--- src/rtl/fpu_accum.sv ---
// Streaming IEEE-754 frame accumulator closing the fpu_add feedback loop.
// Optional feature macro: FPU_ACCUM_OVF_EN (clamp to max finite + sticky overflow flag).
// Ports (fpu_accum):
//   clk, rst            rising-edge clock, synchronous active-high reset
//   in_valid/in_ready   operand stream handshake, in_data operand, in_last frame end
//   out_valid/out_ready sum stream handshake
//   out_data            frame sum, out_count operands in frame (saturating)
//   out_ovf             sum overflowed (0 unless FPU_ACCUM_OVF_EN)
// Ports (fpu_add): a_i, b_i operands, sum_o truncated combinational sum.

module fpu_add #(
   parameter bit double = 1'b0
) (
   input  logic [(double ? 64 : 32)-1:0] a_i,
   input  logic [(double ? 64 : 32)-1:0] b_i,
   output logic [(double ? 64 : 32)-1:0] sum_o
);
   localparam int SIZE = double ? 64 : 32;
   localparam int EXP  = double ? 11 : 8;
   localparam int MANT = double ? 52 : 23;
   localparam int EMAX = (1 << EXP) - 1;

   logic            sa, sb, sbig;
   logic [EXP-1:0]  ea, eb, ebig, esml, diff;
   logic [MANT:0]   ma, mb, mbig, msml, msh;
   logic [MANT+1:0] sumv, norm;
   logic [MANT-1:0] rfrac;
   int              p, shift, rexp;

   always_comb begin
      sa    = a_i[SIZE-1];
      sb    = b_i[SIZE-1];
      ea    = a_i[SIZE-2:MANT];
      eb    = b_i[SIZE-2:MANT];
      // exponent 0 is flushed to zero (no subnormal support)
      ma    = (ea == '0) ? '0 : {1'b1, a_i[MANT-1:0]};
      mb    = (eb == '0) ? '0 : {1'b1, b_i[MANT-1:0]};
      if ({eb, mb} > {ea, ma}) begin
         sbig = sb; ebig = eb; mbig = mb; esml = ea; msml = ma;
      end else begin
         sbig = sa; ebig = ea; mbig = ma; esml = eb; msml = mb;
      end
      diff  = ebig - esml;
      msh   = msml >> diff;
      if (sa == sb)
         sumv = {1'b0, mbig} + {1'b0, msh};
      else
         sumv = {1'b0, mbig} - {1'b0, msh};
      p = 0;
      for (int i = 0; i <= MANT + 1; i++)
         if (sumv[i]) p = i;
      shift = MANT - p;
      norm  = '0;
      rfrac = '0;
      rexp  = 0;
      sum_o = '0;
      if (sumv != '0) begin
         if (sumv[MANT+1]) begin
            rexp  = int'(ebig) + 1;
            rfrac = sumv[MANT:1];
         end else begin
            rexp  = int'(ebig) - shift;
            norm  = sumv << shift;
            rfrac = norm[MANT-1:0];
         end
         if (rexp >= EMAX)
            sum_o = {sbig, {EXP{1'b1}}, {MANT{1'b0}}};
         else if (rexp > 0)
            sum_o = {sbig, EXP'(rexp), rfrac};
      end
   end
endmodule

module fpu_accum #(
   parameter bit double = 1'b0
) (
   input  logic                          clk,
   input  logic                          rst,
   input  logic                          in_valid,
   output logic                          in_ready,
   input  logic [(double ? 64 : 32)-1:0] in_data,
   input  logic                          in_last,
   output logic                          out_valid,
   input  logic                          out_ready,
   output logic [(double ? 64 : 32)-1:0] out_data,
   output logic [15:0]                   out_count,
   output logic                          out_ovf
);
   localparam int SIZE = double ? 64 : 32;
   localparam int MANT = double ? 52 : 23;
   localparam int EXP  = double ? 11 : 8;

   typedef enum logic [1:0] {
      S_FIRST,
      S_ACCUM,
      S_HOLD
   } state_t;

   state_t            state_q;
   logic [SIZE-1:0]   acc_q, acc_d, sum;
   logic [15:0]       cnt_q, cnt_d;
   logic              in_ready_q, out_valid_q;
   logic [SIZE-1:0]   out_data_q;
   logic [15:0]       out_count_q;
   logic              ovf_d;

   fpu_add #(.double(double)) u_add (
      .a_i   (acc_q),
      .b_i   (in_data),
      .sum_o (sum)
   );

   assign cnt_d = (cnt_q == 16'hFFFF) ? cnt_q : cnt_q + 16'd1;

`ifdef FPU_ACCUM_OVF_EN
   logic sum_ovf;
   logic ovf_q, out_ovf_q;
   always_comb begin
      sum_ovf = &sum[SIZE-2:MANT];
      // saturate to the largest finite magnitude, keeping the sign
      acc_d   = sum_ovf ?
                {sum[SIZE-1], {(EXP-1){1'b1}}, 1'b0, {MANT{1'b1}}} : sum;
      ovf_d   = ovf_q | sum_ovf;
   end
   assign out_ovf = out_ovf_q;
`else
   always_comb begin
      acc_d = sum;
      ovf_d = 1'b0;
   end
   assign out_ovf = 1'b0;
`endif

   always_ff @(posedge clk) begin
      if (rst) begin
         state_q     <= S_FIRST;
         acc_q       <= '0;
         cnt_q       <= '0;
         in_ready_q  <= 1'b1;
         out_valid_q <= 1'b0;
         out_data_q  <= '0;
         out_count_q <= '0;
`ifdef FPU_ACCUM_OVF_EN
         ovf_q       <= 1'b0;
         out_ovf_q   <= 1'b0;
`endif
      end else begin
         unique case (state_q)
            S_FIRST: if (in_valid) begin
               // first operand bypasses the adder
               acc_q <= in_data;
               cnt_q <= 16'd1;
               if (in_last) begin
                  state_q     <= S_HOLD;
                  in_ready_q  <= 1'b0;
                  out_valid_q <= 1'b1;
                  out_data_q  <= in_data;
                  out_count_q <= 16'd1;
`ifdef FPU_ACCUM_OVF_EN
                  out_ovf_q   <= 1'b0;
`endif
               end else begin
                  state_q <= S_ACCUM;
               end
            end
            S_ACCUM: if (in_valid) begin
               acc_q <= acc_d;
               cnt_q <= cnt_d;
`ifdef FPU_ACCUM_OVF_EN
               ovf_q <= ovf_d;
`endif
               if (in_last) begin
                  state_q     <= S_HOLD;
                  in_ready_q  <= 1'b0;
                  out_valid_q <= 1'b1;
                  out_data_q  <= acc_d;
                  out_count_q <= cnt_d;
`ifdef FPU_ACCUM_OVF_EN
                  out_ovf_q   <= ovf_d;
`endif
               end
            end
            S_HOLD: if (out_ready) begin
               state_q     <= S_FIRST;
               in_ready_q  <= 1'b1;
               out_valid_q <= 1'b0;
`ifdef FPU_ACCUM_OVF_EN
               ovf_q       <= 1'b0;
`endif
            end
            default: state_q <= S_FIRST;
         endcase
      end
   end

   assign in_ready  = in_ready_q;
   assign out_valid = out_valid_q;
   assign out_data  = out_data_q;
   assign out_count = out_count_q;

   // keeps ovf_d referenced in the build without the overflow feature
   logic unused_ovf;
   assign unused_ovf = ovf_d;
endmodule

--- config.mk ---
export PLATFORM = sky130hd
export DESIGN_NAME = fpu_accum
export DESIGN_NICKNAME = d
export VERILOG_FILES = /design/src/rtl/fpu_accum.sv
export SDC_FILE = /design/constraint.sdc
export NUM_CORES = 1
export LEC_CHECK = 0
export BUFFER_PORTS_ARGS = -buffer_cell sky130_fd_sc_hd__buf_4
export CAP_MARGIN = 20
export CORE_UTILIZATION = 45
export CTS_CLUSTER_SIZE = 16
export DETAILED_ROUTE_END_ITERATION = 6
export SYNTH_ARGS = -nofsm -noshare
export SYNTH_HDL_FRONTEND = slang
export SYNTH_SLANG_ARGS = --single-unit
--- constraint.sdc ---
create_clock -name clk -period 26.9 [get_ports clk]
set_input_delay 2.69 -clock clk [delete_from_list [all_inputs] [get_ports clk]]
set_output_delay 2.69 -clock clk [all_outputs]
set_load 0.005 [all_outputs]
* Word level (Yosys, flattened, before mapping)
Index checks and enable logic that the tools add are counted.
W data, S select, Z words.
** Word-level totals
- Register bits :: 100
- Latch bits :: 0
- Bits in writable memories :: 0
- ROM bits :: 0
- Input port bits :: 37
- Output and inout bits :: 51
- Word-level logic and storage cells :: 110
- Memories :: 0
** Cells by class
- Add/sub/neg operators :: 7
- $mul :: 0
- Divide/modulo/power cells :: 0
- $lt $le $gt $ge :: 3
- Equal/unequal tests :: 11
- Shifts and indexed selects :: 2
- Muxes and demuxes :: 69
- Bitwise gates (word level) :: 0
- Reductions and logical operators :: 11
** Operators by type and width (number)
- $mux W32 :: 11
- $pmux W32 S2 :: 2
- $mux W16 :: 7
- $mux W24 :: 4
- $pmux W16 S2 :: 2
- $mux W5 :: 9
- $ge A32 B9 Y1 const B :: 1
- $gt A32 B1 Y1 const B :: 1
- $gt A32 B32 Y1 :: 1
- $mux W4 :: 8
- $shl A25 B32 Y23 :: 1
- $sub A9 B32 Y32 :: 1
- $add A24 B24 Y25 :: 1
- $mux W25 :: 1
- $reduce_bool A25 Y1 :: 1
- $sub A24 B24 Y25 :: 1
- $shr A24 B8 Y24 :: 1
- $mux W23 :: 1
- $add A16 B1 Y16 const B :: 1
- $eq A16 B16 Y1 const B :: 1
- $logic_not A8 Y1 :: 2
- $mux W8 :: 2
- $mux W2 :: 7
- $mux W3 :: 4
- other kinds (17) :: 32

* Depth between registers and ports, before layout
- Depth after elaboration :: 43
- Depth in mapped cells :: 77
- Mapped depth without buffers :: 65

* By module
A second synthesis with hierarchy kept.
** Second synthesis, totals
- Cells, all modules :: 1929
- Area total of the unflattened synthesis :: 13686.9 um^2
** By module, submodules not included
- fpu_add :: times used 1, cells each 1460, area each 9439.1 um^2, seq. area each 0.0 um^2
- fpu_accum :: times used 1, cells each 469, area each 4247.8 um^2, seq. area each 2001.9 um^2

* Worst setup path after synthesis
No wires, ideal clock.
- Path kind :: input to register
- Start :: in in_data[23] in the netlist's numbering
- End :: reg acc_q[10]
- Setup time :: 0.122 ns
- Arrival time :: 17.321 ns
- Required time :: 26.778 ns
- Path slack :: 9.457 ns
- Cell stages on the path :: 67
- Buffers on the path :: 15
- Path through :: nor4_1 and2_1 buf_2 inv_1 clkbuf_1 clkbuf_1 and2_1 ha_1 nand4_1 a2111oi_0 o31ai_1 buf_2 nand2_4 buf_2 clkbuf_1 buf_1 buf_1 nor2_1 [31 not listed] clkbuf_1 inv_1 clkbuf_1 ha_1 a21oi_1 o21bai_1 a21oi_1 or2_2 ha_1 nor4bb_1 o2111ai_1 o311a_1 mux2_2 nand2_1 buf_2 o21ai_0 a211oi_1 nor3_1
** On the way
- Cells in the longest elaborated chain, start to end :: 42
- Elaborated cells between the ends (all ways) :: 51
- Classes of those cells :: 6 x add/sub; 3 x order compare; 2 x shift; 38 x mux; 2 x reduce/logical
** RTL lines
- start, declared :: RTL line 81 : input logic [(double ? 64 : 32)-1:0] in_data,
- $logic_not A8 Y1 :: RTL line 37 : mb = (eb == '0) ? '0 : {1'b1, b_i[MANT-1:0]};
- $mux W24 :: RTL line 37
- $gt A32 B32 Y1 :: RTL line 38 : if ({eb, mb} > {ea, ma}) begin
- $mux W8 :: RTL line 38
- $sub A8 B8 Y8 :: RTL line 43 : diff = ebig - esml;
- $shr A24 B8 Y24 :: RTL line 44 : msh = msml >> diff;
- $sub A24 B24 Y25 / $add A24 B24 Y25 (equally long branches) :: RTL line 48, 46
- $mux W25 :: RTL line 45 : if (sa == sb)
- [26 not listed]
- $mux W32 :: RTL line 58 : if (sumv[MANT+1]) begin
- $mux W32 :: RTL line 57 : if (sumv != '0) begin
- $gt A32 B1 Y1 :: RTL line 68 : else if (rexp > 0)
- $mux W32 :: RTL line 68
- $mux W32 :: RTL line 66 : if (rexp >= EMAX)
- $mux W32 (*) :: RTL line 57
- $mux W32 (*) :: RTL line 166 : S_ACCUM: if (in_valid) begin
- $pmux W32 S2 (*) :: RTL line 148 : unique case (state_q)
- end signal, assigned :: RTL line 151 : acc_q <= in_data;
- end, declared :: RTL line 100 : logic [SIZE-1:0] acc_q, acc_d, sum;
Mark *: on every way between the ends. The rest lies on a longest branch, timed or not. The select of a mux whose other input is x is not followed.
A chain may end at the register's enable or synchronous reset.

* Final worst setup path
- Start :: in in_data[27] in the netlist's numbering
- End :: reg out_data_q[9], in the netlist out_data[9]
** On the way
- Cells in the longest elaborated chain, start to end :: 43
- Elaborated cells between the ends (all ways) :: 52
- Classes of those cells :: 6 x add/sub; 3 x order compare; 2 x shift; 39 x mux; 2 x reduce/logical
** RTL lines
- $logic_not A8 Y1 :: RTL line 37
- $mux W24 :: RTL line 37
- $gt A32 B32 Y1 :: RTL line 38
- $mux W8 :: RTL line 38
- $sub A8 B8 Y8 :: RTL line 43
- $shr A24 B8 Y24 :: RTL line 44
- $sub A24 B24 Y25 / $add A24 B24 Y25 (equally long branches) :: RTL line 48, 46
- $mux W25 :: RTL line 45
- [27 not listed]
- $mux W32 :: RTL line 57
- $gt A32 B1 Y1 :: RTL line 68
- $mux W32 :: RTL line 68
- $mux W32 :: RTL line 66
- $mux W32 (*) :: RTL line 57
- $mux W32 (*) :: RTL line 172 : if (in_last) begin
- $mux W32 (*) :: RTL line 166
- $pmux W32 S2 (*) :: RTL line 148
- end signal, assigned :: RTL line 157 : out_data_q <= in_data;
- end, declared :: RTL line 103 : logic [SIZE-1:0] out_data_q;
Marks and branches as above.

==> flow_summary_export.csv <==
group,metric,value,unit
drt,drc,0,
synth,ys_ff_latch,100,
drt,wl_per_cell,24.2,um
critical_path,cp-end-kind,"flop",
critical_path,reg2reg_to,"out_data[9]",
critical_path,critPathLaunch,"in_data[27]",
global_route,grt_util_all_layers,0.354,
status,status,"complete, no violations",
clocking,clock_path_buffers,2,
synth,synth-edff-count,0,
critical_path,cp-endpoint,"out_data[9]",
clocking,htreeDepth,3,
critical_path,cp_slowest_stage_delay,0.68,ns
cells_and_area,fin_nets,2001,
placed_design,io_buffers,86,
global_route,grt_max_degree,103,
sta,tightestPinTransition,1.08,ns
sta,finalClockSkew,0.0108,ns
clocking,cts-root-buf,"clkbuf_16",
critical_path,r2r_setup_slack,10.10,ns
drt,vias,15230,
clocking,cts_tree,"done",
floorplan,fp.dieH,174,um
sta,fin_crit_sh,0.725,
placed_design,dp.cells,2253,
cells_and_area,fillerInstances,2981,
critical_path,crit_required,27.16,ns
synth,syn_nets,1993,
critical_path,reg2reg_from,"acc_q[27]",
critical_path,crit_fanout,44,
sta,hold_violations,0,
sta,fin_crit,19.51,ns
placed_design,place_congestion,1.03,
drt,dr.pass1.iters,6,
clocking,cts_sinks,100,
synth,synth_warnings,0,
critical_path,worstPathArrival,19.77,ns
synth,ys.flop_type,"dfxtp_1",
job,cap_violations,0,
floorplan,num_rows,62,
global_route,grt_pass1_vias,13631,
sta,tns,0,ns
sta,setup_viol,0,
clocking,post_cts_buffers,0,
drt,drt-total-wl,55100,um
synth,synthCells,1875,
global_route,antenna_found_initial,1,
synth,synthArstFlopShare,0,
cells_and_area,area_growth,8.77,%
sta,grt_setup_unrepaired,"no",
critical_path,cpMaxStageDelayCell,"nor2_8",
drt,ant_nets,0,
synth,yosysSeqAreaShare,0.150,
floorplan,io_pins,88,
floorplan,dieWidth,174,um
clocking,numCtsBuffers,9,
cells_and_area,drive_gt1_frac,0.119,
sta,fmax,0.0513,GHz
critical_path,reg2reg_depth,59,
cells_and_area,instances_no_fill,2273,
synth,ys_types,108,
critical_path,critPathKind,"in -> reg",
clocking,hold_buffers,0,
floorplan,dieArea,0.0304,sq mm
drt,vias_per_cell,6.70,
synth,avgSynthCellArea,7.13,sq um
sta,maxSlewViolCount,0,
clocking,clk_transition_reported_paths,0.08,ns
clocking,cts_resized,0,
drt,drt_iter0_markers,2165,
global_route,overflow,0,
cells_and_area,fin_util,0.502,
clocking,insertion_delay,0.36,ns
sta,slew_headroom,0.275,
floorplan,initial_core_util,0.462,
global_route,grt_pass1_wl,83500,um
synth,syn-cell-area,0.0134,sq mm
floorplan,core,0.0289,sq mm
placed_design,hpwl,43000,um
critical_path,startpoint_type,"input port",
min_path,hp-class,"reg -> reg",
-- layout by cell type (no fill, tap or decap), types with 16 or more instances in the layout --
cell	instances
nand3_1	47
nor3_1	49
a21oi_1	149
nor4_1	21
ha_1	78
dfxtp_1	100
a21o_1	22
inv_1	54
xnor2_1	32
mux2_2	21
nand2_1	210
a31oi_1	21
mux4_2	16
mux2i_1	91
buf_4	114
nor2_1	234
xor2_1	30
and2_1	33
o211ai_1	24
a22oi_1	19
nand4_1	24
a211oi_1	60
o21ai_0	116
-- state kept, by name, summed over array words and instances, names as in the netlist --
register,count
acc_q,32
out_data,32
cnt_q,16
out_count,16
state_q,2
in_ready,1
out_valid,1
-- cells by family after synthesis --
kind of cell               share of synthesized area
and+or+nand+nor                                0.258
xor gates and xnor gates                      0.0413
other                                       0.000281
muxes                                          0.114
buffers and inverters                         0.0578
AOI/OAI and AO/OA                              0.301
DFF                                            0.150
adders and majority gates                     0.0770
-- cell usage after synthesis (all sizes together) (7+ instances only) --
cell type	instances	share of area
or2	12	0.0056
or4	10	0.0056
and3	10	0.0047
nor2b	16	0.0075
o2111ai	10	0.0066
o211ai	24	0.013
xnor2	33	0.022
nor2	236	0.067
clkbuf	72	0.020
mux4	16	0.027
a21oi	150	0.056
xor2	30	0.020
nand3	48	0.018
o21ai	128	0.048
a211o	10	0.0066
o311ai	9	0.0059
mux2i	91	0.068
a311oi	17	0.014
o211a	8	0.0060
nor3	52	0.021
a221oi	7	0.0055
dfxtp	100	0.15
inv	60	0.017
nand4	25	0.012
nand2	212	0.060
o31ai	15	0.0088
ha	79	0.074
o31a	9	0.0060
a21o	22	0.012
and2	36	0.017
a211oi	60	0.034
or3	14	0.0069
mux2	23	0.019
a31oi	22	0.011
a2111oi	9	0.0075
o21a	10	0.0056
a22oi	19	0.011
buf	47	0.020
nand2b	9	0.0042
nor4	23	0.011
-- critical path: cells and delay by family --
| kind | cells | cell delay [ns] |
|---|---|---|
| compound gates | 23 | 5.66 |
| xor+xnor | 2 | 0.55 |
| fa+ha+maj | 6 | 1.74 |
| buf+inv | 7 | 1.80 |
| mux | 2 | 0.87 |
| simple gates | 20 | 6.37 |
-- cell type report --
| cell class | instances | area [sq um] | share of cell area |
|---|---|---|---|
| clock inverter | 6 | 82.6 | 0.00568 |
| inverter | 61 | 229 | 0.0158 |
| tap | 384 | 480 | 0.0330 |
| timing repair buffer | 116 | 886 | 0.0609 |
| antenna | 1 | 2.50 | 0.000172 |
| clock buffer | 10 | 229 | 0.0158 |
| sequential | 100 | 2000 | 0.138 |
| multi-input combinational | 1595 | 10600 | 0.731 |
-- layer usage --
layer	GRT usage	routed length, um	vias up
li1	-	-	7031
met1	0.501	23800	7213
met2	0.536	23800	850
met3	0.0479	4970	136
met4	0.146	2510	0
met5	0	0	-
-- metrics by stage --
step	setup slack [ns]	instance area (sq um)	hold WS, ns
2_1_floorplan	9.46	13400	0.450
3_5_place_dp	7.48	14200	0.448
5_1_grt	6.22	14500	0.480
3_3_place_gp	7.78	14200	0.446
6_report	7.39	14500	0.456
4_1_cts	7.78	14500	0.459
-- how the worst min path moves through the flow --
stage	from	end	slack (ns)	cells past startpoint
floorplan	cnt_q[6]	cnt_q[6]	0.45	2
global placement	out_count[6]	out_count[6]	0.45	2
detailed placement	out_count[13]	out_count[13]	0.45	2
CTS	out_valid	out_valid	0.46	2
global route	out_count[4]	out_count[4]	0.48	2
finish	out_count[12]	out_count[12]	0.46	2
Power is not shown: default switching activity piles up to over one toggle a cycle in this logic, so the estimate is an artifact.
